$ cat config.mk
export PLATFORM = sky130hd
export DESIGN_NAME = uart_tx_frame
export DESIGN_NICKNAME = d
export VERILOG_FILES = /design/src/rtl/uart_tx_frame.sv
export SDC_FILE = /design/constraint.sdc
export NUM_CORES = 1
export LEC_CHECK = 0
export BUFFER_PORTS_ARGS = -buffer_cell sky130_fd_sc_hd__buf_2
export CORE_MARGIN = 5
export CORE_UTILIZATION = 45
export DETAILED_ROUTE_END_ITERATION = 10
export SLEW_MARGIN = 20
export SYNTH_ARGS = -nofsm -noshare
export SYNTH_HDL_FRONTEND = slang
export SYNTH_SLANG_ARGS = --single-unit
$ cat constraint.sdc
create_clock -name clk -period 2.7 [get_ports clk]
set_input_delay 0 -clock clk [delete_from_list [all_inputs] [get_ports clk]]
set_output_delay 0 -clock clk [all_outputs]
set_load 0.01 [all_outputs]
$ cat src/rtl/uart_tx_frame.sv
// rtl/uart_tx_frame.sv - UART transmitter with a one-word holding register and back-to-back framing
module uart_tx_frame #(
    parameter int CLK_PER_BIT = 87,
    parameter int DATA_BITS   = 8,
    parameter int PARITY      = 0,
    parameter int STOP_BITS   = 1
) (
    input  logic                 clk,
    input  logic                 rst_n,
    input  logic [DATA_BITS-1:0] data_in,
    input  logic                 valid,
    output logic                 ready,
    output logic                 tx,
    output logic                 busy
);

    typedef enum logic [2:0] {
        S_IDLE,
        S_START,
        S_DATA,
        S_PARITY,
        S_STOP
    } state_t;

    localparam logic [15:0] CNT_LAST  = 16'(CLK_PER_BIT - 1);
    localparam logic [3:0]  BIT_LAST  = 4'(DATA_BITS - 1);
    localparam logic        STOP_LAST = 1'(STOP_BITS - 1);

    state_t                 state_q, state_d;
    logic [15:0]            clk_cnt_q, clk_cnt_d;
    logic [3:0]             bit_idx_q, bit_idx_d;
    logic                   stop_cnt_q, stop_cnt_d;
    logic [DATA_BITS-1:0]   shift_q, shift_d;
    logic                   par_q, par_d;
    logic [DATA_BITS-1:0]   hold_q, hold_d;
    logic                   hold_full_q, hold_full_d;
    logic                   tx_q, tx_d;
    logic                   busy_q, busy_d;

    logic accept;
    logic bit_end;
    logic stop_last;

    function automatic logic parity_of(input logic [DATA_BITS-1:0] w);
        return (PARITY == 1) ? ~^w : ^w;
    endfunction

    assign accept    = valid && !hold_full_q;
    assign bit_end   = (clk_cnt_q == CNT_LAST);
    assign stop_last = bit_end && (stop_cnt_q == STOP_LAST);

    always_comb begin
        state_d     = state_q;
        clk_cnt_d   = clk_cnt_q;
        bit_idx_d   = bit_idx_q;
        stop_cnt_d  = stop_cnt_q;
        shift_d     = shift_q;
        par_d       = par_q;
        hold_d      = hold_q;
        hold_full_d = hold_full_q;
        tx_d        = tx_q;

        if (state_q != S_IDLE) begin
            clk_cnt_d = bit_end ? 16'd0 : clk_cnt_q + 16'd1;
        end

        case (state_q)
            S_IDLE: begin
                if (accept) begin
                    state_d   = S_START;
                    shift_d   = data_in;
                    par_d     = parity_of(data_in);
                    clk_cnt_d = 16'd0;
                    tx_d      = 1'b0;
                end
            end
            S_START: begin
                if (bit_end) begin
                    state_d   = S_DATA;
                    bit_idx_d = 4'd0;
                    tx_d      = shift_q[0];
                end
            end
            S_DATA: begin
                if (bit_end) begin
                    if (bit_idx_q == BIT_LAST) begin
                        if (PARITY != 0) begin
                            state_d = S_PARITY;
                            tx_d    = par_q;
                        end else begin
                            state_d    = S_STOP;
                            stop_cnt_d = 1'b0;
                            tx_d       = 1'b1;
                        end
                    end else begin
                        bit_idx_d = bit_idx_q + 4'd1;
                        shift_d   = shift_q >> 1;
                        tx_d      = shift_q[1];
                    end
                end
            end
            S_PARITY: begin
                if (bit_end) begin
                    state_d    = S_STOP;
                    stop_cnt_d = 1'b0;
                    tx_d       = 1'b1;
                end
            end
            S_STOP: begin
                // The held word wins over a fresh offer; ready is low then anyway.
                if (stop_last) begin
                    if (hold_full_q) begin
                        state_d     = S_START;
                        shift_d     = hold_q;
                        par_d       = parity_of(hold_q);
                        hold_full_d = 1'b0;
                        tx_d        = 1'b0;
                    end else if (accept) begin
                        state_d = S_START;
                        shift_d = data_in;
                        par_d   = parity_of(data_in);
                        tx_d    = 1'b0;
                    end else begin
                        state_d = S_IDLE;
                        tx_d    = 1'b1;
                    end
                end else if (bit_end) begin
                    stop_cnt_d = stop_cnt_q + 1'b1;
                end
            end
            default: begin
                state_d = S_IDLE;
                tx_d    = 1'b1;
            end
        endcase

        if (accept && (state_q != S_IDLE) && !((state_q == S_STOP) && stop_last)) begin
            hold_d      = data_in;
            hold_full_d = 1'b1;
        end

        busy_d = (state_d != S_IDLE) || hold_full_d;
    end

    always_ff @(posedge clk or negedge rst_n) begin
        if (!rst_n) begin
            state_q     <= S_IDLE;
            clk_cnt_q   <= 16'd0;
            bit_idx_q   <= 4'd0;
            stop_cnt_q  <= 1'b0;
            shift_q     <= '0;
            par_q       <= 1'b0;
            hold_q      <= '0;
            hold_full_q <= 1'b0;
            tx_q        <= 1'b1;
            busy_q      <= 1'b0;
        end else begin
            state_q     <= state_d;
            clk_cnt_q   <= clk_cnt_d;
            bit_idx_q   <= bit_idx_d;
            stop_cnt_q  <= stop_cnt_d;
            shift_q     <= shift_d;
            par_q       <= par_d;
            hold_q      <= hold_d;
            hold_full_q <= hold_full_d;
            tx_q        <= tx_d;
            busy_q      <= busy_d;
        end
    end

    assign ready = ~hold_full_q;
    assign tx    = tx_q;
    assign busy  = busy_q;

endmodule

# == After elaboration in Yosys (flattened, before gate mapping) ==
# Cells that the tools add are included.
# totals
input_bits,11
register_bits,43
wordCells,88
# classes
eq_ne,15
bitwise,2
n_reduce_logical,18
n_mux,41
n_addsub,3
# op_table
op,count
16-bit two-way mux,4
8-bit two-way mux,5
8-bit one-hot mux with 3 select lines,1
1-bit two-way mux,18
3-bit two-way mux,6
2-bit != test (second input constant),9
16-bit by 1-bit adder with 16-bit output (second input constant),1
16-bit by 7-bit equality test with 1-bit output (second input constant),1
3-bit one-hot mux with 5 select lines,1
4-bit two-way mux,3
3-bit nonzero test,4
4-bit one-hot mux with 2 select lines,1
4-bit AND reduction,2
3-bit by 2-bit equality test with 1-bit output (second input constant),2
6-bit AND reduction,1
1-bit logical AND,5
1-bit one-hot mux with 5 select lines,1
5-bit AND reduction,1
4-bit by 1-bit adder with 4-bit output (second input constant),1
4-bit by 3-bit equality test with 1-bit output (second input constant),1
3-bit by 1-bit equality test with 1-bit output (second input constant),1
3-bit equality test (second input constant),1
3-bit logical NOT,1
1-bit one-hot mux with 3 select lines,1
other kinds (5),7

# == Longest topological paths before layout ==
# Gate-level depths: netlist of the first run.
# logic_depth
ltp_word,8
ltp_mapped,9
depth_no_buf,7

# == Least setup slack after synthesis of the first run ==
# Ideal clock, no wire load.
# synth_timing
path_type,reg-to-reg
from,register clk_cnt_q[0]
to,"register busy_q, in the netlist busy"
setup_slack_ns,0.799
period_less_slack_ns,1.901
path_stages_with_launch,9
t_required_ns,2.561
arrival_ns,1.763
path_cell_list,dfrtp_1 -> inv_1 -> ha_1 -> and4bb_1 -> nand4_4 -> buf_6 -> a21oi_2 -> nor2_1 -> or4b_1
# synth_between
elab_chain_len,7
elab_cells_between_ends,15
cone_classes,eq/ne: 1; mux: 8; reduce/logical: 6
# synth_rtl
element,line_no,rtl
"start, declared",30,"logic [15:0] clk_cnt_q, clk_cnt_d;"
"start signal, assigned",159,clk_cnt_q <= clk_cnt_d;
16-bit by 7-bit equality test with 1-bit output (*),49,assign bit_end = (clk_cnt_q == CNT_LAST);
branches (longest 5 deep; another with 3-bit one-hot mux with 5 select lines),-,
1-bit logical OR (*),142,busy_d = (state_d != S_IDLE) || hold_full_d;
net busy_d,38,"logic busy_q, busy_d;"
"end signal, assigned",167,busy_q <= busy_d;
"end, declared",38,
# Mark *: on every way through the listed nets, which the timed path passes.
# A chain may end at the register's enable or synchronous reset.

# == Worst setup path in the final report of the first run ==
# layout_timing
from,register clk_cnt_q[0]
to,register hold_q[6]
# layout_between
elab_chain_len,5
# layout_rtl
element,line_no,rtl
16-bit by 7-bit equality test with 1-bit output,49,
1-bit logical AND,50,assign stop_last = bit_end && (stop_cnt_q == STOP_LAST);
1-bit logical AND,137,if (accept && (state_q != S_IDLE) && !((state_q == S_STOP) && stop_last)) begin
1-bit logical NOT,137,
1-bit logical AND,137,
"end signal, assigned",164,hold_q <= hold_d;
"end, declared",35,"logic [DATA_BITS-1:0] hold_q, hold_d;"
# Every way passes these cells.

==> results of run 1 <==
-- cell usage after synthesis (2+ instances only) --
master | instances | area (um2)
a21oi_1 | 5 | 25.0
a21oi_2 | 2 | 17.5
a221oi_1 | 7 | 61.3
a22o_1 | 4 | 35.0
a311oi_1 | 3 | 26.3
a31oi_1 | 4 | 25.0
and3_1 | 8 | 50.1
and4_1 | 2 | 17.5
and4bb_1 | 2 | 25.0
buf_2 | 3 | 15.0
buf_6 | 2 | 22.5
clkbuf_1 | 4 | 15.0
dfrtp_1 | 42 | 1050
ha_1 | 3 | 37.5
inv_1 | 7 | 26.3
mux2_2 | 8 | 90.1
nand2_1 | 22 | 82.6
nand2b_1 | 5 | 31.3
nand3_1 | 7 | 35.0
nand4_1 | 3 | 18.8
nor2_1 | 14 | 52.6
nor2_2 | 2 | 12.5
nor2b_1 | 2 | 12.5
nor3_1 | 10 | 50.1
nor3_2 | 2 | 20.0
nor4_1 | 4 | 25.0
o21ai_0 | 21 | 105
o21ai_1 | 6 | 30.0
o22ai_1 | 2 | 12.5
o2bb2ai_1 | 8 | 70.1
o31ai_1 | 2 | 15.0
o41ai_1 | 2 | 17.5
or3_1 | 3 | 18.8
-- worst max-delay path: cells and delay by family (launching register included) --
family	cells	cell delay, ps
AO/OA/AOI/OAI	2	590
AND/OR/NAND/NOR	2	420
adder cells (fa/ha/maj)	1	180
flip-flops	1	420
buffers and inverters	1	60
multiplexers	1	390
-- layout make-up --
type	count	area, um2
Multi-Input combinational cell	180	1190
Inverter	7	26.3
Clock inverter	2	35.0
Timing Repair Buffer	29	220
Fill cell	471	2350
Tap cell	70	87.6
Sequential cell	43	1080
Clock buffer	6	82.6
-- power by group through the flow --
| stage | Clock (mW) | Sequential [mW] | Combinational, mW |
|---|---|---|---|
| floorplan | 0 | 0.817 | 0.179 |
| global placement | 0 | 0.837 | 0.253 |
| detailed placement | 0 | 0.835 | 0.254 |
| CTS | 0.538 | 0.823 | 0.265 |
| global route | 0.558 | 0.838 | 0.304 |
| finish | 0.521 | 0.824 | 0.263 |
-- stage by stage --
step / std cells / instance area [um2] / setup slack (ps) / hold WS (ps)
after global routing: 337 / 2720 / 343 / 109
after detailed placement: 319 / 2490 / 366 / 215
final: 337 / 2720 / 504 / 68.8
after global placement: 319 / 2490 / 456 / 206
after CTS: 336 / 2700 / 387 / 68.1
after floorplan: 240 / 2350 / 799 / -296
-- metal layers --
layer	share of wire, %	track usage (%)	vias to the layer above	routed length, um
met2	46	27.2	30	2440
met1	50	24.2	952	2670
met4	0.43	2.99	0	23
met3	3.3	3.25	3	173
met5	0	0	-	0
li1	-	-	966	-
-- state kept, by name, indices dropped and copies added, names as in the netlist --
register and count:
clk_cnt_q 16, bit_idx_q 4, state_q 3, hold_q 8, tx 1, busy 1, hold_full_q 1, shift_q 8
stop_cnt_q 1
-- kinds of logic (layout without fill, tap and decap cells) --
kind of cell,after synthesis,after routing
DFF,43,43
buffers and inverters,17,44
adders and majority gates,3,3
xor gates and xnor gates,1,1
and+or+nand+nor,94,94
AOI/OAI and AO/OA,74,74
muxes,8,8
-- worst max-delay path by stage --
| stage | startpoint | end | slack, ps | cells after the start |
|---|---|---|---|---|
| 3_3_place_gp | clk_cnt_q[0]$_DFF_PN0_ | shift_q[5]$_DFFE_PN0P_ | 460 | 7 |
| 3_5_place_dp | clk_cnt_q[0]$_DFF_PN0_ | shift_q[5]$_DFFE_PN0P_ | 370 | 7 |
| 4_1_cts | clk_cnt_q[0]$_DFF_PN0_ | shift_q[0]$_DFFE_PN0P_ | 390 | 7 |
| 6_report | clk_cnt_q[0]$_DFF_PN0_ | hold_q[6]$_DFFE_PN0P_ | 500 | 7 |
| 5_1_grt | clk_cnt_q[0]$_DFF_PN0_ | clk_cnt_q[14]$_DFF_PN0_ | 340 | 7 |
| 2_1_floorplan | clk_cnt_q[0]$_DFF_PN0_ | busy$_DFF_PN0_ | 800 | 8 |
-- what timing repair did --
item	CTS	global route
gates resized for setup	0	0
hold endpoints to repair	50	0
buffers inserted	0	0
setup endpoints to repair	0	0
hold buffers	9	0
==> flow_summary.json, run 1 <==
{
  "outcome": "finished, final reports clean",
  "dr.first_iter.drc_count": 91,
  "drt_pass1_iterations": 4,
  "drc": 0,
  "crit_chain": "inv_1 > ha_1 > and4bb_1 > nand4_4 > o21ai_1 > a21oi_2 > mux2_2",
  "min_to": "state_q[0]$_DFF_PN0_",
  "combPwrFrac_pct": 16.4,
  "reg2regPathDepth": 7,
  "final_common_cell": "dfrtp_1",
  "required_ps": 2880,
  "syn-instance-count": 240,
  "port_buffers": 13,
  "synthArstFlopShare_pct": 100,
  "min_from": "valid",
  "rsz0062_at_grt": "false",
  "fin_setup_tns_ps": 0,
  "cp-end-kind": "flip-flop",
  "fp.coreArea_um2": 5070,
  "grt_max_degree": 44,
  "synthToLayoutAreaGrowth_pct": 15.9,
  "clk_pin_slew_ps": 90,
  "synth_compound_area_share_pct": 21.6,
  "tightest_slew_ps": 721,
  "p_int_mw": 1.16,
  "p_leak_nw": 1.11,
  "final_cell_mix": "dfrtp_1 (42), nand2_1 (22), o21ai_0 (21)",
  "die_area_um2": 6760,
  "gr-total-overflow": 0,
  "synthAdderAreaFrac_pct": 1.60,
  "syn_area_um2": 2350,
  "cts_inserted_buffers": 5,
  "nNetsFinal": 280,
  "via_per_inst": 5.79,
  "cts-root-buf": "clkbuf_8",
  "maxSlewHeadroom_pct": 51.5,
  "ir_drop_mv": 0.358,
  "vias": 1951,
  "worstPathMaxFanout": 14,
  "fin_crit_ps": 2200,
  "cts_tree": "built",
  "synth_fp_nets": 254,
  "setup_violations": 0,
  "cp.arrival_ps": 2380,
  "crit_type": "flip-flop to flip-flop",
  "pin_count": 14,
  "syn_avg_cell_area_um2": 9.78,
  "ys_types": 52,
  "p_sw_uw": 447,
  "synth_mux_area_share_pct": 3.84,
  "die_w_um": 82.2,
  "skew_ps": 6.47,
  "cts.sinks": 43,
  "grt.total_usage_pct": 17.0,
  "crit_slowest_cell": "a21oi_2",
  "utilization_pct": 53.6,
  "insertion_delay_ps": 290,
  "seq_power_share_pct": 51.2,
  "ys_seq_area_share_pct": 45.9,
  "antenna_found_initial": 0,
  "rrSetupSlack_ps": 500,
  "slowest_delay_ps": 470,
  "n_antenna_cell": 0,
  "grt_pass1_vias": 1867,
  "grt_pass1_wl_um": 8920,
  "power_density_nw_per_um2": 591,
  "synth-edff-count": 0,
  "synth_xor_area_share_pct": 0.373,
  "synth_top_family_by_area": "simple AND/OR/NAND/NOR gates",
  "ant_nets": 0,
  "layout-drive-gt1-share_pct": 18.0,
  "p_clk_share_pct": 32.4,
  "crit_path_start_kind": "flip-flop",
  "synthSimpleGateAreaFrac_pct": 23.1,
  "clock.fmax_ghz": 0.455,
  "ys.flop_type": "dfrtp_1",
  "dp_hpwl_um": 3530,
  "wl_per_cell_um": 15.8,
  "drt-total-wl_um": 5310,
  "yosysWarnings": 0,
  "cap_violations": 0,
  "regToRegStartpoint": "clk_cnt_q[0]$_DFF_PN0_",
  "synth_seq_cells": 43,
  "place_congestion": 0.750,
  "h-tree-depth": 2,
  "rr_endpoint": "hold_q[6]$_DFFE_PN0P_",
  "clockBufferDepth": 2,
  "report.final.slew_viol_count": 0,
  "hold_depth": 3,
  "rows": 26,
  "hold_path_class": "input pin to flip-flop",
  "hold_violations": 0,
  "min_period_over_period_pct": 81.3,
  "die_y_um": 82.2,
  "p_total_mw": 1.61,
  "initial_core_util_pct": 46.3,
  "power.share.switching_pct": 27.8
}
Power figures use the tool's default switching activity.
==> run 2: changes to the inputs <==
==> constraint.sdc (replaced) <==
create_clock -name clk -period 1.8 [get_ports clk]
set_input_delay 0 -clock clk [delete_from_list [all_inputs] [get_ports clk]]
set_output_delay 0 -clock clk [all_outputs]
set_load 0.01 [all_outputs]
==> flow_summary.json, run 2 (synthesis gave the netlist of run 1 again) <==
{
  "outcome": "complete, but fails checks",
  "violations": "negative setup slack",
  "cp.arrival_ps": 2070,
  "rows": 26,
  "clk_pin_slew_ps": 90,
  "hold_path_class": "input pin to flip-flop",
  "n_antenna_cell": 0,
  "nNetsFinal": 326,
  "crit_type": "flip-flop to flip-flop",
  "fin_setup_tns_ps": -1080,
  "final_common_cell": "buf_4",
  "critPathBufInv": 1,
  "slowest_delay_ps": 500,
  "hold_violations": 0,
  "cts_tree": "built",
  "cts-root-buf": "clkbuf_8",
  "gr-total-overflow": 0,
  "drc": 0,
  "vias": 2188,
  "power_density_nw_per_um2": 781,
  "synthToLayoutAreaGrowth_pct": 34.9,
  "layout-drive-gt1-share_pct": 34.8,
  "fp.coreArea_um2": 5070,
  "drt-total-wl_um": 6350,
  "setup_violations": 21,
  "wl_per_cell_um": 16.6,
  "report.final.slew_viol_count": 0,
  "port_buffers": 13,
  "drt_pass1_iterations": 4,
  "pin_count": 14,
  "place_congestion": 0.820,
  "rsz0062_at_grt": "true",
  "dr.first_iter.drc_count": 155,
  "ant_nets": 0,
  "crit_chain": "inv_1 > ha_1 > and4bb_4 > nand4_4 > a21oi_2 > nor2_1 > or4b_1",
  "worstPathMaxFanout": 5,
  "skew_ps": 9.26,
  "cts_inserted_buffers": 5,
  "largest_reg_flops": 16,
  "maxSlewHeadroom_pct": 44.0,
  "dp_hpwl_um": 4230,
  "tightest_slew_ps": 840,
  "initial_core_util_pct": 46.3,
  "largest_register": "clk_cnt_q",
  "grt_pass1_wl_um": 10300,
  "critPathTopFamily": "simple AND/OR/NAND/NOR gates",
  "h-tree-depth": 2,
  "grt_max_degree": 38,
  "required_ps": 1970,
  "die_w_um": 82.2,
  "clockBufferDepth": 2,
  "cts.sinks": 43,
  "fin_crit_ps": 1900,
  "crit_path_start_kind": "flip-flop",
  "die_area_um2": 6760,
  "insertion_delay_ps": 300,
  "cp-end-kind": "flip-flop",
  "crit_slowest_cell": "or4b_1",
  "antenna_found_initial": 0,
  "layout_setup_ws_ps": -96.6,
  "final_cell_mix": "buf_4 (51), dfrtp_1 (42), nand2_1 (22)",
  "largestRegisters": "clk_cnt_q x16, hold_q x8, shift_q x8",
  "p_leak_nw": 1.34,
  "dpl_worst_slack_ps": -156,
  "min_period_over_period_pct": 105,
  "ir_drop_mv": 0.466,
  "grt.total_usage_pct": 20.0,
  "via_per_inst": 5.71,
  "clock.fmax_ghz": 0.527,
  "grt_pass1_vias": 2136,
  "cap_violations": 0,
  "die_y_um": 82.2
}
## run 2: cell type report
cell class | instances | area (um2)
clock buffer | 5 | 68.8
timing repair buffer | 74 | 549
multi-input combinational | 181 | 1340
fill | 453 | 1910
clock inverter | 3 | 20.0
tap | 70 | 87.6
inverter | 7 | 26.3
sequential | 43 | 1080
## run 2: metal layers
| layer | share of wire [%] | track usage, % | vias to the layer above |
|---|---|---|---|
| met2 | 47 | 31.3 | 53 |
| met5 | 0 | 0 | - |
| met3 | 3.5 | 3.25 | 10 |
| li1 | - | - | 1058 |
| met1 | 48 | 29.0 | 1067 |
| met4 | 1.8 | 4.65 | 0 |
## run 2: worst paths after layout
check	start	to	slack [ps]	cells past startpoint
worst max-delay path	clk_cnt_q[0]$_DFF_PN0_	busy$_DFF_PN0_	-100	7
worst min-delay path	valid	hold_full_q$_DFF_PN0_	70	3
worst max register to register	clk_cnt_q[0]$_DFF_PN0_	busy$_DFF_PN0_	-100	7
worst min register to register	shift_q[3]$_DFFE_PN0P_	shift_q[3]$_DFFE_PN0P_	500	1
max in group asynchronous	rst_n	clk_cnt_q[2]$_DFF_PN0_	870	3
min in group asynchronous	rst_n	clk_cnt_q[15]$_DFF_PN0_	340	2
## run 2: tightest hold or removal path, stage by stage
cell	delay, ps
buf_2	110
a21oi_1	80
a31oi_1	140
## run 2: per-stage QoR
| step | area (um2) | utilization [%] | hold WS (ps) | power (mW) | std cells |
|---|---|---|---|---|---|
| 2_1_floorplan | 2370 | - | -296 | 1.51 | 240 |
| 3_3_place_gp | 2830 | 55.7 | 143 | 1.77 | 361 |
| 3_5_place_dp | 2830 | 55.7 | 165 | 1.78 | 361 |
| 4_1_cts | 3040 | 59.9 | 63.7 | 2.43 | 379 |
| 5_1_grt | 3170 | 62.4 | 88.0 | 2.62 | 383 |
| 6_report | 3170 | 62.4 | 69.3 | 2.47 | 383 |
## run 2: report_power, final
part,internal [mW],switching (mW)
logic,0.334,0.334
registers,1.10,0.0813
clock network,0.270,0.352
total,1.71,0.768
## run 2: repair_timing
| item | 4_1_cts | 5_1_grt |
|---|---|---|
| hold endpoints to repair | 42 | 0 |
| gates cloned | 0 | 1 |
| gates resized for setup | 7 | 20 |
| setup endpoints to repair | 29 | 35 |
| pin swaps | 1 | 9 |
| setup buffers | 1 | 3 |
| hold buffers | 9 | 0 |
==> run 3: changes to the inputs <==
--- a/config.mk
+++ b/config.mk
@@ -9,6 +9,8 @@
 export CORE_MARGIN = 5
 export CORE_UTILIZATION = 45
 export DETAILED_ROUTE_END_ITERATION = 10
+export RECOVER_POWER = 50
+export SETUP_SLACK_MARGIN = 0.5
 export SLEW_MARGIN = 20
 export SYNTH_ARGS = -nofsm -noshare
 export SYNTH_HDL_FRONTEND = slang
==> flow_summary.json, run 3 (synthesis gave the netlist of run 1 again) <==
{
  "outcome": "complete, but fails checks",
  "violations": "negative setup slack",
  "cts-root-buf": "clkbuf_8",
  "power_density_nw_per_um2": 739,
  "required_ps": 2000,
  "wl_per_cell_um": 16.8,
  "fin_crit_ps": 1960,
  "slowest_delay_ps": 380,
  "p_total_mw": 2.60,
  "insertion_delay_ps": 300,
  "cap_violations": 0,
  "min_from": "valid",
  "power.share.switching_pct": 32.0,
  "die_w_um": 82.2,
  "ant_nets": 0,
  "p_sw_uw": 833,
  "layout_setup_ws_ps": -163,
  "clockBufferDepth": 2,
  "largestRegisters": "clk_cnt_q x16, hold_q x8, shift_q x8",
  "dr.first_iter.drc_count": 116,
  "rrSetupSlack_ps": -160,
  "crit_slowest_cell": "dfrtp_1",
  "die_area_um2": 6760,
  "maxSlewHeadroom_pct": 27.9,
  "pin_count": 14,
  "combPwrFrac_pct": 27.9,
  "crit_start": "clk_cnt_q[0]$_DFF_PN0_",
  "die_y_um": 82.2,
  "via_per_inst": 5.65,
  "critPathTopFamily": "simple AND/OR/NAND/NOR gates",
  "regToRegStartpoint": "clk_cnt_q[0]$_DFF_PN0_",
  "final_common_cell": "buf_4",
  "cts_inserted_buffers": 5,
  "hold_violations": 0,
  "clk_pin_slew_ps": 100,
  "dpl_worst_slack_ps": -139,
  "cp.arrival_ps": 2160,
  "n_antenna_cell": 0,
  "gr-total-overflow": 0,
  "grt.total_usage_pct": 21.1,
  "layout-drive-gt1-share_pct": 44.8,
  "hold_path_class": "input pin to flip-flop",
  "seq_power_share_pct": 46.4,
  "fillers": 393,
  "cts_tree": "built",
  "hold_depth": 3,
  "h-tree-depth": 2,
  "cp.depth": 8,
  "vias": 2237,
  "grt_pass1_wl_um": 10900,
  "crit_type": "flip-flop to flip-flop",
  "final_cell_mix": "buf_4 (45), dfrtp_1 (41), nand2_1 (17), o21ai_1 (17), buf_6 (16)",
  "post_dp_cell_area_um2": 2840,
  "p_int_mw": 1.77,
  "drt-total-wl_um": 6650,
  "design_area_um2": 3520,
  "drt_pass1_iterations": 4,
  "fin_setup_tns_ps": -2370,
  "largest_register": "clk_cnt_q",
  "tightest_slew_ps": 1080,
  "dp_hpwl_um": 4160,
  "largest_reg_flops": 16,
  "p_clk_share_pct": 25.7,
  "grt_max_degree": 44,
  "clock.fmax_ghz": 0.509,
  "report.final.slew_viol_count": 0,
  "initial_core_util_pct": 46.3,
  "rsz0062_at_grt": "true",
  "rows": 26,
  "ir_drop_mv": 0.392,
  "rr_endpoint": "hold_q[7]$_DFFE_PN0P_",
  "fp.coreArea_um2": 5070,
  "finalNonFillerCells": 396,
  "p_leak_nw": 1.48,
  "nNetsFinal": 339,
  "skew_ps": 10.0,
  "drc": 0,
  "crit_path_start_kind": "flip-flop",
  "worstPathMaxFanout": 8,
  "cp-end-kind": "flip-flop",
  "setup_violations": 29,
  "crit_chain": "inv_1 > ha_1 > and4bb_2 > nand4_4 > o21ai_2 > a21oi_4 > buf_12 > mux2_4",
  "placedCellCount": 358,
  "grt_pass1_vias": 2207,
  "endpoint": "hold_q[7]$_DFFE_PN0P_",
  "antenna_found_initial": 0,
  "min_period_over_period_pct": 109,
  "cts.sinks": 43,
  "reg2regPathDepth": 8,
  "port_buffers": 13,
  "critPathBufInv": 2,
  "synthToLayoutAreaGrowth_pct": 49.8,
  "place_congestion": 0.806
}
## run 3: layout make-up
class / count / area (um2) / area share (%)
Sequential cell: 43 / 1080 / 30.7
Tap cell: 70 / 87.6 / 2.49
Timing Repair Buffer: 86 / 718 / 20.4
Multi-Input combinational cell: 182 / 1510 / 43.0
Clock inverter: 3 / 26.3 / 0.747
Inverter: 7 / 26.3 / 0.747
Clock buffer: 5 / 68.8 / 1.96
## run 3: worst reg2reg max path, delay by kind of cell, from the launching register on
family,cells,cell delay [ps]
buffers and inverters,2,200
muxes,1,300
and+or+nand+nor,2,480
adders and majority gates,1,120
AOI/OAI and AO/OA,2,370
DFF,1,380
## run 3: per-layer routing
layer / global-route usage, % / up-vias / part of all wire [%]
met1: 28.6 / 1106 / 49
met4: 5.98 / 0 / 0.66
met5: 0 / - / 0
met3: 3.90 / 5 / 2.4
li1: - / 1090 / -
met2: 34.4 / 36 / 48
## run 3: repair_timing
action / CTS / global route
hold buffers: 9 / 0
cloned: 1 / 1
gates resized for setup: 57 / 23
setup buffers: 14 / 5
pin swaps: 22 / 10
endpoints found under the hold margin: 50 / 0
setup endpoints to repair: 43 / 43
## run 3: worst min-delay path by stage
stage | to | slack, ps
finish | tx$_DFFE_PN1P_ | 70
global route | tx$_DFFE_PN1P_ | 90
CTS | state_q[0]$_DFF_PN0_ | 70
detailed placement | clk_cnt_q[3]$_DFF_PN0_ | 110
global placement | clk_cnt_q[4]$_DFF_PN0_ | 110
floorplan | bit_idx_q[0]$_DFFE_PN0P_ | -300
## run 3: power by group through the flow
stage	sequential, mW	combinational [mW]	clock [mW]
2_1_floorplan	1.23	0.292	0
3_3_place_gp	1.22	0.550	0
3_5_place_dp	1.22	0.556	0
4_1_cts	1.20	0.665	0.689
5_1_grt	1.22	0.785	0.712
6_report	1.21	0.725	0.667
## run 3: per-stage QoR
step           util (%)  hold slack, ps
4_1_cts            66.6            65.6
3_5_place_dp       55.9             112
6_report           69.3            66.4
5_1_grt            69.3            87.6
2_1_floorplan         -            -296
3_3_place_gp       55.9             111
